<file path="src/rtl/seg7_refresh_display.sv">
// rtl/seg7_refresh_display.sv - samples a value on the 500 ms tick, converts it to BCD
// and scans it onto a 4-digit active-low 7-segment display with leading-zero blanking.
module seg7_refresh_display #(
    parameter int SCAN_DIV = 100_000,
    parameter int VAL_W    = 14
) (
    input  logic             clk,
    input  logic             rst,
    input  logic             tick_500ms,
    input  logic [VAL_W-1:0] value_in,
    output logic [3:0]       an,
    output logic [6:0]       seg,
    output logic             dp,
    output logic             busy,
    output logic             overflow
);
    localparam int               CNT_W    = (SCAN_DIV > 1) ? $clog2(SCAN_DIV) : 1;
    localparam logic [CNT_W-1:0] CNT_LAST = CNT_W'(SCAN_DIV - 1);
    localparam logic [VAL_W-1:0] MAX_VAL  = VAL_W'(9999);

    typedef enum logic [1:0] {S_IDLE, S_CONVERT, S_COMMIT} state_t;

    state_t           state_q, state_d;
    logic [29:0]      scr_q, scr_d;      // {bcd[15:0], bin[13:0]}
    logic [3:0]       step_q, step_d;
    logic [15:0]      disp_q, disp_d;
    logic             busy_q, busy_d;
    logic             ovf_q, ovf_d;
    logic [CNT_W-1:0] cnt_q, cnt_d;
    logic [1:0]       idx_q, idx_d;
    logic [3:0]       an_q, an_d;
    logic [6:0]       seg_q, seg_d;
    logic             sample_ovf;
    logic [3:0]       cur_digit;
    logic             cur_blank;

    function automatic logic [29:0] dabble_step(input logic [29:0] s);
        logic [29:0] t;
        t = s;
        for (int i = 0; i < 4; i++) begin
            if (t[14+4*i +: 4] >= 4'd5)
                t[14+4*i +: 4] = t[14+4*i +: 4] + 4'd3;
        end
        return {t[28:0], 1'b0};
    endfunction

    function automatic logic [6:0] seg_encode(input logic [3:0] d);
        case (d)
            4'd0:    return 7'h40;
            4'd1:    return 7'h79;
            4'd2:    return 7'h24;
            4'd3:    return 7'h30;
            4'd4:    return 7'h19;
            4'd5:    return 7'h12;
            4'd6:    return 7'h02;
            4'd7:    return 7'h78;
            4'd8:    return 7'h00;
            4'd9:    return 7'h10;
            default: return 7'h7F;
        endcase
    endfunction

    always_ff @(posedge clk) begin
        if (rst) begin
            state_q <= S_IDLE;
            scr_q   <= '0;
            step_q  <= '0;
            disp_q  <= '0;
            busy_q  <= 1'b0;
            ovf_q   <= 1'b0;
            cnt_q   <= '0;
            idx_q   <= '0;
            an_q    <= 4'b1111;
            seg_q   <= 7'h7F;
        end else begin
            state_q <= state_d;
            scr_q   <= scr_d;
            step_q  <= step_d;
            disp_q  <= disp_d;
            busy_q  <= busy_d;
            ovf_q   <= ovf_d;
            cnt_q   <= cnt_d;
            idx_q   <= idx_d;
            an_q    <= an_d;
            seg_q   <= seg_d;
        end
    end

    always_comb begin
        state_d = state_q;
        unique case (state_q)
            S_IDLE:    if (tick_500ms) state_d = S_CONVERT;
            S_CONVERT: if (step_q == 4'd13) state_d = S_COMMIT;
            S_COMMIT:  state_d = S_IDLE;
            default:   state_d = S_IDLE;
        endcase
    end

    assign sample_ovf = (value_in > MAX_VAL);

    always_comb begin
        scr_d  = scr_q;
        step_d = step_q;
        disp_d = disp_q;
        busy_d = busy_q;
        ovf_d  = ovf_q;
        unique case (state_q)
            S_IDLE: begin
                if (tick_500ms) begin
                    ovf_d  = sample_ovf;
                    scr_d  = {16'd0, sample_ovf ? 14'd9999 : 14'(value_in)};
                    step_d = '0;
                    busy_d = 1'b1;
                end
            end
            S_CONVERT: begin
                scr_d  = dabble_step(scr_q);
                step_d = step_q + 4'd1;
            end
            S_COMMIT: begin
                disp_d = scr_q[29:14];
                busy_d = 1'b0;
            end
            default: ;
        endcase
    end

    // Scan path runs free of the FSM; blank any digit above the most significant nonzero one.
    assign cur_digit = disp_q[{idx_q, 2'b00} +: 4];
    assign cur_blank = (idx_q != 2'd0) && ((disp_q >> {idx_q, 2'b00}) == 16'd0);

    always_comb begin
        cnt_d = (cnt_q == CNT_LAST) ? '0 : cnt_q + 1'b1;
        idx_d = (cnt_q == CNT_LAST) ? idx_q + 2'd1 : idx_q;
        an_d  = ~(4'b0001 << idx_q);
        seg_d = cur_blank ? 7'h7F : seg_encode(cur_digit);
    end

    assign an       = an_q;
    assign seg      = seg_q;
    assign dp       = 1'b1;
    assign busy     = busy_q;
    assign overflow = ovf_q;

endmodule

</file>
<file path="config.mk">
export PLATFORM = sky130hd
export DESIGN_NAME = seg7_refresh_display
export DESIGN_NICKNAME = d
export VERILOG_FILES = /design/src/rtl/seg7_refresh_display.sv
export SDC_FILE = /design/constraint.sdc
export NUM_CORES = 1
export LEC_CHECK = 0
export ABC_AREA = 0
export BUFFER_PORTS_ARGS = -buffer_cell sky130_fd_sc_hd__clkbuf_2
export CAP_MARGIN = 25
export CELL_PAD_IN_SITES_DETAIL_PLACEMENT = 1
export CELL_PAD_IN_SITES_GLOBAL_PLACEMENT = 2
export CORE_MARGIN = 2
export CORE_UTILIZATION = 39
export DETAILED_ROUTE_END_ITERATION = 8
export HOLD_SLACK_MARGIN = 0.1
export MAX_ROUTING_LAYER = met4
export PLACE_DENSITY = 0.93
export SLEW_MARGIN = 20
export SYNTH_ARGS = -nofsm -noshare
export SYNTH_HDL_FRONTEND = slang
export SYNTH_SLANG_ARGS = --single-unit
</file>
<file path="constraint.sdc">
create_clock -name clk -period 4.5 [get_ports clk]
set_input_delay 0.675 -clock clk [delete_from_list [all_inputs] [get_ports clk]]
set_output_delay 0.675 -clock clk [all_outputs]
set_load 0.02 [all_outputs]
</file>
==> run metrics, run 1 <==
wire per inst=14.63 µm; number of antenna violations at the first check in global routing=0; std cell rows=35; final setup fails=0; Post-Route Setup TNS=0 ns; maxcap violations=0; CP bufs+invs=2; Synth top area share=around 44%; number of diodes=0; H-Tree Depth=3; RSZ-0062 raised after global routing=no; Cell Pwr Density=roughly 370 nW/µm²; Residual DRC=0; core box area=9328 µm²; slowest cell on the critical path=mux4_2; syn avg cell area=8.701 µm²; most common cell after layout, fill and taps aside=dfxtp_1; Synth Warn #=0; Peak VDD IR=146.7 µV; Clk Latency, worst-skew pair=0.35 ns; syn_nets=around 470; final RePlAce weighted congestion=0.7465; Die ar.=10510 µm²; CTS Root Cell=clkbuf_8; Hold Vio Cnt, Final=0; GRT overflow=0; Fmax=0.3899 GHz; Worst-path clk slew=0.08 ns; global-route wire length before repair=14550 µm; vias in the first global route=3125; Cell Area, Synth=~3800 µm²; Routed Antenna Nets=0; Sinks on Clock Net=84; Largest delay share family, worst path=multiplexers; Post-CTS Setup Bufs=0; Die X-Extent=102.5 µm; Setup CP Type=register to register; NumNets Final=roughly 490; share of layout cells above drive strength 1=roughly an eighth; worst-margin pin slew=0.8698 ns; fin area=4268 µm²; post-synthesis async set-or-reset flop share=0%; number of flops mapped to enable cells by yosys=0; Crit. End Element=register; die height=102.5 µm; placed inst area=4003 µm²; Num CTS Buffers=9; Crit path top cell by count=inv_1; startpoint class of the critical path=register; Total GRT Usage=a little under a fifth; Area Overhead vs Synth=12.76%; Gate Count Post-Synth=435; status=complete, no violations; fin. max-slew vios=0; 1st-iter DRT viols=80; ranking of synthesized cells by area=dfxtp_1 44%, ha_1 6.6%, nor2_1 5.8%; Max Root-Sink Buffers=2; hold_buf cts=0; Slew HR=41.90%; DP HPWL=6008 µm; slowest stage delay, CP=0.61 ns; worst path cell trace=mux4_2 > inv_1 > ha_1 > inv_1 > or4_1 > a211oi_1 > nor2_1 > o21ai_0; Pre-Repair DR Iteration Count=5; Critical Path RT=4.77 ns; area leader, netlist=dfxtp_1; Lkg Pwr=1.648 nW; Hold WS=0.4572 ns; fin crit share=56.99%; largest net degree at the start of global routing=65; post-cts sizing count=0; number of vias per cell=5.211; commonest non-fill, non-tap cells in the layout=84 x dfxtp_1, 58 x nor2_1, 50 x nand2_1; #FFs+latches synth=84; minimum clock period=2.565 ns; initial core utilization=~41%; Netlist cell types=47; WL final=between 8000 and 9000 µm; via count=3069; I/O pin count=31; min-delay worst type=register to register; Setup Skew=between 0.007 and 0.008 ns; CTS tree=yes; port bufs=29; Fill cells=between 1k and 1.5k; critical path fanouts, max=7; arrival time at the worst endpoint=2.84 ns; sequential fraction of the synthesis area=44.43%; Primary FF master, synth=dfxtp_1
-- logic make-up after synthesis --
| family | after synthesis | share of synthesized area, % |
|---|---|---|
| other | 1 | 0.09908 |
| buffers and inverters | 46 | 5.223 |
| multiplexers | 8 | 3.471 |
| XOR/XNOR | 23 | 5.322 |
| adder cells (fa/ha/maj) | 20 | 6.612 |
| AO/OA/AOI/OAI | 91 | 14.94 |
| flip-flops | 84 | 44.43 |
| AND/OR/NAND/NOR | 162 | 19.90 |
-- per-layer routing --
| layer | part of all wire [%] | global-route usage [%] |
|---|---|---|
| met1 | 46 | 21.97 |
| met2 | 50 | 30.47 |
| met3 | 2.1 | 2.644 |
| met4 | 1.7 | 6.769 |
| met5 | 0 | - |
-- final cells by class --
| class | count | area (µm²) | area share, % |
|---|---|---|---|
| sequential | 84 | 1682 | 39.40 |
| tap | 129 | 161.4 | 3.782 |
| timing repair buffer | 32 | 167.7 | 3.928 |
| clock buffer | 12 | 145.1 | 3.401 |
| inverter | 23 | 86.33 | 2.023 |
| multi-input combinational | 305 | 1906 | 44.65 |
| clock inverter | 4 | 120.1 | 2.814 |
-- Yosys cell counts, types with 2 or more instances --
cell,count
xnor2_1,15
clkbuf_1,18
o21ai_0,15
nor2b_1,2
nor4_1,5
and3_2,2
o211ai_1,3
nand3_1,10
a211oi_1,9
ha_1,20
a22oi_1,6
and2_1,3
a21oi_1,36
buf_2,2
nor3_1,7
nand2_1,50
nand2b_1,10
a32oi_1,3
o22ai_1,6
inv_1,22
a222oi_1,6
mux2i_1,3
nand4_1,4
a21o_1,3
xor2_1,8
nor2_1,58
dfxtp_1,84
mux4_2,4
and3_1,3
-- flip-flops by register name, indices dropped and copies added (netlist names), 2 cells and up --
| name | flops |
|---|---|
| scr_q | 30 |
| step_q | 4 |
| cnt_q | 17 |
| an | 4 |
| idx_q | 2 |
| state_q | 2 |
| seg | 7 |
| disp_q | 16 |
-- metrics by stage --
stage / std cells / util, % / total power, mW / setup WS [ns]
after floorplan: 435 / - / 0.8550 / 2.211
after global placement: 572 / 42.83 / 0.8796 / 2.051
after detailed placement: 573 / 42.91 / 0.8837 / 1.932
after CTS: 589 / 45.75 / 1.591 / 1.916
after global routing: 589 / 45.75 / 1.636 / 1.800
final: 589 / 45.75 / 1.575 / 1.935
-- path summary, 6_finish.rpt --
path | from | endpoint | slack (ns) | depth (start not counted)
worst max register to register | idx_q[0]$_SDFFE_PP0N_ | seg[1]$_SDFF_PP1_ | 1.94 | 8
worst min register to register | cnt_q[0]$_SDFF_PP0_ | cnt_q[0]$_SDFF_PP0_ | 0.46 | 1
worst min-delay path | cnt_q[0]$_SDFF_PP0_ | cnt_q[0]$_SDFF_PP0_ | 0.46 | 1
worst max-delay path | idx_q[0]$_SDFFE_PP0N_ | seg[1]$_SDFF_PP1_ | 1.94 | 8
-- where the power goes --
part	total, mW	switching [mW]	internal (mW)
registers	0.774	0.0118	0.762
clock network	0.710	0.269	0.441
logic	0.0910	0.0593	0.0318
Power figures use the tool's default switching activity.
==> run 2: changes to the inputs <==
--- a/config.mk
+++ b/config.mk
@@ -11,11 +11,11 @@
 export CELL_PAD_IN_SITES_DETAIL_PLACEMENT = 1
 export CELL_PAD_IN_SITES_GLOBAL_PLACEMENT = 2
 export CORE_MARGIN = 2
-export CORE_UTILIZATION = 39
+export CORE_UTILIZATION = 36
 export DETAILED_ROUTE_END_ITERATION = 8
 export HOLD_SLACK_MARGIN = 0.1
 export MAX_ROUTING_LAYER = met4
-export PLACE_DENSITY = 0.93
+export PLACE_DENSITY = 0.88
 export SLEW_MARGIN = 20
 export SYNTH_ARGS = -nofsm -noshare
 export SYNTH_HDL_FRONTEND = slang
==> constraint.sdc (replaced) <==
create_clock -name clk -period 2.55 [get_ports clk]
set_input_delay 0.3825 -clock clk [delete_from_list [all_inputs] [get_ports clk]]
set_output_delay 0.3825 -clock clk [all_outputs]
set_load 0.02 [all_outputs]
==> run metrics, run 2 (synthesized netlist as in run 1, its figures left out) <==
status=complete, no violations; sequential cell area=roughly 1700 µm²; Total GRT Usage=16.25%; r2r endpoint=seg[1]$_SDFF_PP1_; hold depth=3; FF-to-FF Start=idx_q[0]$_SDFFE_PP0N_; final RePlAce weighted congestion=between 0.7 and 0.8; area occupied by multi-input gates=approximately 1900 µm²; Fmax=approximately 0.42 GHz; Hold WS=0.2541 ns; WL final=about 8400 µm; Clk pwr share=between 40 and 50%; DP HPWL=5963 µm; Setup CP Type=register to register; Setup Skew=0.01118 ns; Hold EP=scr_q[1]$_SDFFE_PP0P_; Max Root-Sink Buffers=2; total power=2.563 mW; 1st-iter DRT viols=between 100 and 150; Routed Antenna Nets=0; switch share=23.07%; I/O pin count=31; wire per inst=14.03 µm; die height=106.5 µm; Residual DRC=0; core box area=10280 µm²; critical path fanouts, max=7; Lkg Pwr=1.639 nW; Comb power frac=6.4%; global-route wire length before repair=14630 µm; Post-Route Setup TNS=0 ns; number of flip-flops in the largest register=30; vias in the first global route=3197; Crit. End Element=register; fin. max-slew vios=0; r2r setup slk=0.15 ns; internal power=1.972 mW; Hold Vio Cnt, Final=0; Peak VDD IR=277.0 µV; number of antenna violations at the first check in global routing=0; port bufs=29; H-Tree Depth=3; share of layout cells above drive strength 1=13.64%; NumNets Final=496; Die X-Extent=106.5 µm; Worst-path clk slew=0.08 ns; number of diodes=0; Critical Path RT=approximately 2.8 ns; initial core utilization=36.83%; hold_sp=value_in[1]; startpoint class of the critical path=register; sw power=approximately 0.59 mW; Fill cells=1234; worst-margin pin slew=0.6730 ns; hold_buf cts=0; pre-CTS WS=0.1743 ns; CTS tree=yes; std cell rows=37; RSZ-0062 raised after global routing=no; Slew HR=around 55%; maxcap violations=0; Top Registers=scr_q: 30 flops, cnt_q: 17 flops, disp_q: 16 flops; min-delay worst type=input pin to register; minimum clock period=2.398 ns; Num CTS Buffers=9; arrival time at the worst endpoint=2.68 ns; Final WS setup=0.1516 ns; commonest non-fill, non-tap cells in the layout=83 x dfxtp_1, 58 x nor2_1, 50 x nand2_1; Top reg by flops=scr_q; Finished Layout Cells=598; Post-CTS Setup Bufs=0; Clk Latency, worst-skew pair=between 0.3 and 0.4 ns; largest net degree at the start of global routing=between 50 and 60; final setup fails=0; dpl cells=584; fin crit share=94.05%; Area Overhead vs Synth=12.43%; Cell Pwr Density=602.2 nW/µm²; Die ar.=11350 µm²; R2R depth=8; post-cts sizing count=0; most common cell after layout, fill and taps aside=dfxtp_1; sequential group share of total power=roughly 53%; Sinks on Clock Net=84; CTS Root Cell=clkbuf_8; Pre-Repair DR Iteration Count=4; via count=3079; number of vias per cell=5.149; GRT overflow=0
run 2: cell type report:
| class | instances | share of cell area (%) |
|---|---|---|
| timing repair buffer | 36 | 4.646 |
| clock buffer | 10 | 3.234 |
| clock inverter | 4 | 1.764 |
| sequential | 84 | 39.55 |
| inverter | 23 | 2.029 |
| multi-input combinational | 305 | 44.78 |
| tap | 136 | 3.999 |
run 2: worst max-delay path by stage:
stage	depth (start not counted)	end	start	slack, ns
global placement	8	seg[2]$_SDFF_PP1_	idx_q[0]$_SDFFE_PP0N_	0.27
detailed placement	8	seg[0]$_SDFF_PP1_	idx_q[0]$_SDFFE_PP0N_	0.17
CTS	8	seg[1]$_SDFF_PP1_	idx_q[0]$_SDFFE_PP0N_	0.1
global route	8	seg[1]$_SDFF_PP1_	idx_q[0]$_SDFFE_PP0N_	0.03
finish	8	seg[1]$_SDFF_PP1_	idx_q[0]$_SDFFE_PP0N_	0.15
floorplan	9	seg[1]$_SDFF_PP1_	idx_q[0]$_SDFFE_PP0N_	0.26
run 2: power groups by stage:
stage	Clock (mW)	Sequential, mW	Combinational, mW
floorplan	0	1.40	0.107
global placement	0	1.39	0.161
detailed placement	0	1.40	0.168
CTS	1.06	1.37	0.168
global route	1.12	1.37	0.188
finish	1.03	1.37	0.165
run 2: critical path, cell delays in order (launching register included):
cell      delay (ns)
dfxtp_2         0.37
mux4_2          0.57
inv_1           0.16
ha_1            0.16
inv_1           0.05
or4_1           0.50
a211oi_1        0.26
nor2_1          0.16
o21ai_0         0.10
run 2: stage by stage:
step           instance area, µm²  util, %
2_1_floorplan                3785        -
3_3_place_gp                 4041    39.32
3_5_place_dp                 4041    39.32
4_1_cts                      4254    41.39
5_1_grt                      4255    41.40
6_report                     4255    41.40
run 2: metal layers:
layer | share of wire (%) | global-route usage, %
met2 | 51 | 27.84
met1 | 45 | 19.03
met4 | 1.4 | 5.288
met3 | 2.5 | 3.495
met5 | 0 | -
==> run 3: changes to the inputs <==
--- a/config.mk
+++ b/config.mk
@@ -6,12 +6,13 @@
 export NUM_CORES = 1
 export LEC_CHECK = 0
 export ABC_AREA = 0
-export BUFFER_PORTS_ARGS = -buffer_cell sky130_fd_sc_hd__clkbuf_2
+export BUFFER_PORTS_ARGS = -buffer_cell sky130_fd_sc_hd__buf_2
 export CAP_MARGIN = 25
 export CELL_PAD_IN_SITES_DETAIL_PLACEMENT = 1
 export CELL_PAD_IN_SITES_GLOBAL_PLACEMENT = 2
 export CORE_MARGIN = 2
 export CORE_UTILIZATION = 36
+export CTS_CLUSTER_DIAMETER = 40
 export DETAILED_ROUTE_END_ITERATION = 8
 export HOLD_SLACK_MARGIN = 0.1
 export MAX_ROUTING_LAYER = met4
==> run metrics, run 3 (synthesized netlist as in run 1, its figures left out) <==
status=complete, no violations; 1st-iter DRT viols=93; Post-CTS Setup Bufs=0; Die X-Extent=106.5 µm; post-cts sizing count=0; hold_sp=value_in[1]; maxcap violations=0; I/O pin count=31; most common cell after layout, fill and taps aside=dfxtp_1; wire per inst=13.97 µm; Crit. Startpoint=idx_q[0]$_SDFFE_PP0N_; Peak VDD IR=around 230 µV; Hold WS=0.2569 ns; Finished Layout Cells=601; placed inst area=4049 µm²; worst-margin pin slew=0.6871 ns; fin. max-slew vios=0; Clk Latency, worst-skew pair=0.36 ns; Area Overhead vs Synth=12.93%; Crit path depth=8; WL final=8396 µm; std cell rows=37; commonest non-fill, non-tap cells in the layout=84 x dfxtp_1, 57 x nor2_1, 50 x nand2_1; global-route wire length before repair=14790 µm; Num CTS Buffers=9; number of flip-flops in the largest register=30; Fill cells=1237; Setup Skew=0.009486 ns; hold depth=3; fin area=4274 µm²; dpl cells=585; startpoint class of the critical path=register; die height=106.5 µm; share of layout cells above drive strength 1=14.19%; Die ar.=approximately 11000 µm²; largest net degree at the start of global routing=32; Post-Route Setup TNS=0 ns; Top reg by flops=scr_q; core box area=10280 µm²; Max Root-Sink Buffers=2; hold_buf cts=0; Hold Vio Cnt, Final=0; Total GRT Usage=16.66%; fin crit share=between 90% and 100%; Fmax=0.4239 GHz; minimum clock period=2.359 ns; NumNets Final=497; RSZ-0062 raised after global routing=no; Slew HR=between 50% and 60%; Lkg Pwr=1.642 nW; Crit path top cell by count=inv_1; GRT overflow=0; critical path fanouts, max=7; Routed Antenna Nets=0; R2R depth=8; CP bufs+invs=2; port bufs=29; number of vias per cell=5.141; vias in the first global route=3173; worst path cell trace=mux4_2 > inv_1 > ha_1 > inv_1 > or4_1 > a211oi_2 > nor2_2 > o21ai_0; Residual DRC=0; Sinks on Clock Net=84; CTS tree=yes; CTS Root Cell=clkbuf_8; arrival time at the worst endpoint=about 2.6 ns; Worst-path clk slew=0.09 ns; Cell Pwr Density=roughly 600 nW/µm²; H-Tree Depth=3; final RePlAce weighted congestion=0.7494; final setup fails=0; Pre-Repair DR Iteration Count=4; Top Registers=scr_q: 30 flops, cnt_q: 17 flops, disp_q: 16 flops; number of antenna violations at the first check in global routing=0; via count=between 3k and 4k; Largest delay share family, worst path=simple AND/OR/NAND/NOR gates; number of diodes=0; slowest cell on the critical path=mux4_2; initial core utilization=~37%; Crit. End Element=register; DP HPWL=5887 µm; min-delay worst type=input pin to register; Setup CP Type=register to register; slowest stage delay, CP=0.57 ns; FF-to-FF Start=idx_q[0]$_SDFFE_PP0N_; Critical Path RT=2.84 ns
-- run 3: cell types whose count changed in the layout (fill, tap and decap cells not counted), sizes merged --
cell      change
buf          +30
clkbuf       -27
clkinv        +1
clkinvlp      -1
-- run 3: metal layers --
layer	wire length [µm]	track usage (%)	vias up
met2	4211	28.30	31
li1	-	-	1546
met4	136	6.957	0
met1	3880	19.31	1502
met3	167	3.188	11
met5	0	-	-
-- run 3: area by class of cell --
class	instances	area (µm²)	area share, %
Clock inverter	4	72.57	1.698
Sequential cell	84	1682	39.34
Multi-Input combinational cell	305	1913	44.76
Inverter	23	86.33	2.020
Timing Repair Buffer	37	205.2	4.801
Clock buffer	12	145.1	3.396
Tap cell	136	170.2	3.981
-- run 3: power breakdown --
| group | internal (mW) | switching, mW | total [mW] | leakage [nW] |
|---|---|---|---|---|
| Clock | 0.578 | 0.470 | 1.05 | 0.107 |
| Sequential | 1.34 | 0.0207 | 1.37 | 0.684 |
| Combinational | 0.0600 | 0.107 | 0.167 | 0.852 |
| Total | 1.98 | 0.598 | 2.58 | 1.64 |
-- run 3: path summary, 6_finish.rpt --
| path | to | slack, ns |
|---|---|---|
| setup / recovery | seg[1]$_SDFF_PP1_ | 0.19 |
| hold / removal | scr_q[1]$_SDFFE_PP0P_ | 0.26 |
| setup reg to reg | seg[1]$_SDFF_PP1_ | 0.19 |
| hold reg to reg | cnt_q[0]$_SDFF_PP0_ | 0.45 |
-- run 3: metrics by stage --
step           utilization [%]  power (mW)  worst slack [ns]
2_1_floorplan                -       1.509            0.2612
3_3_place_gp             39.40       1.557            0.2580
3_5_place_dp             39.40       1.565            0.1572
4_1_cts                  41.51       2.609            0.1203
5_1_grt                  41.59       2.698           0.02650
6_report                 41.59       2.581            0.1910
-- run 3: worst reg2reg max path, cell delays in order (launching register included) --
cell and delay (ns):
dfxtp_1 0.40, mux4_2 0.57, inv_1 0.13, ha_1 0.16, inv_1 0.06, or4_1 0.48
a211oi_2 0.27, nor2_2 0.11, o21ai_0 0.11
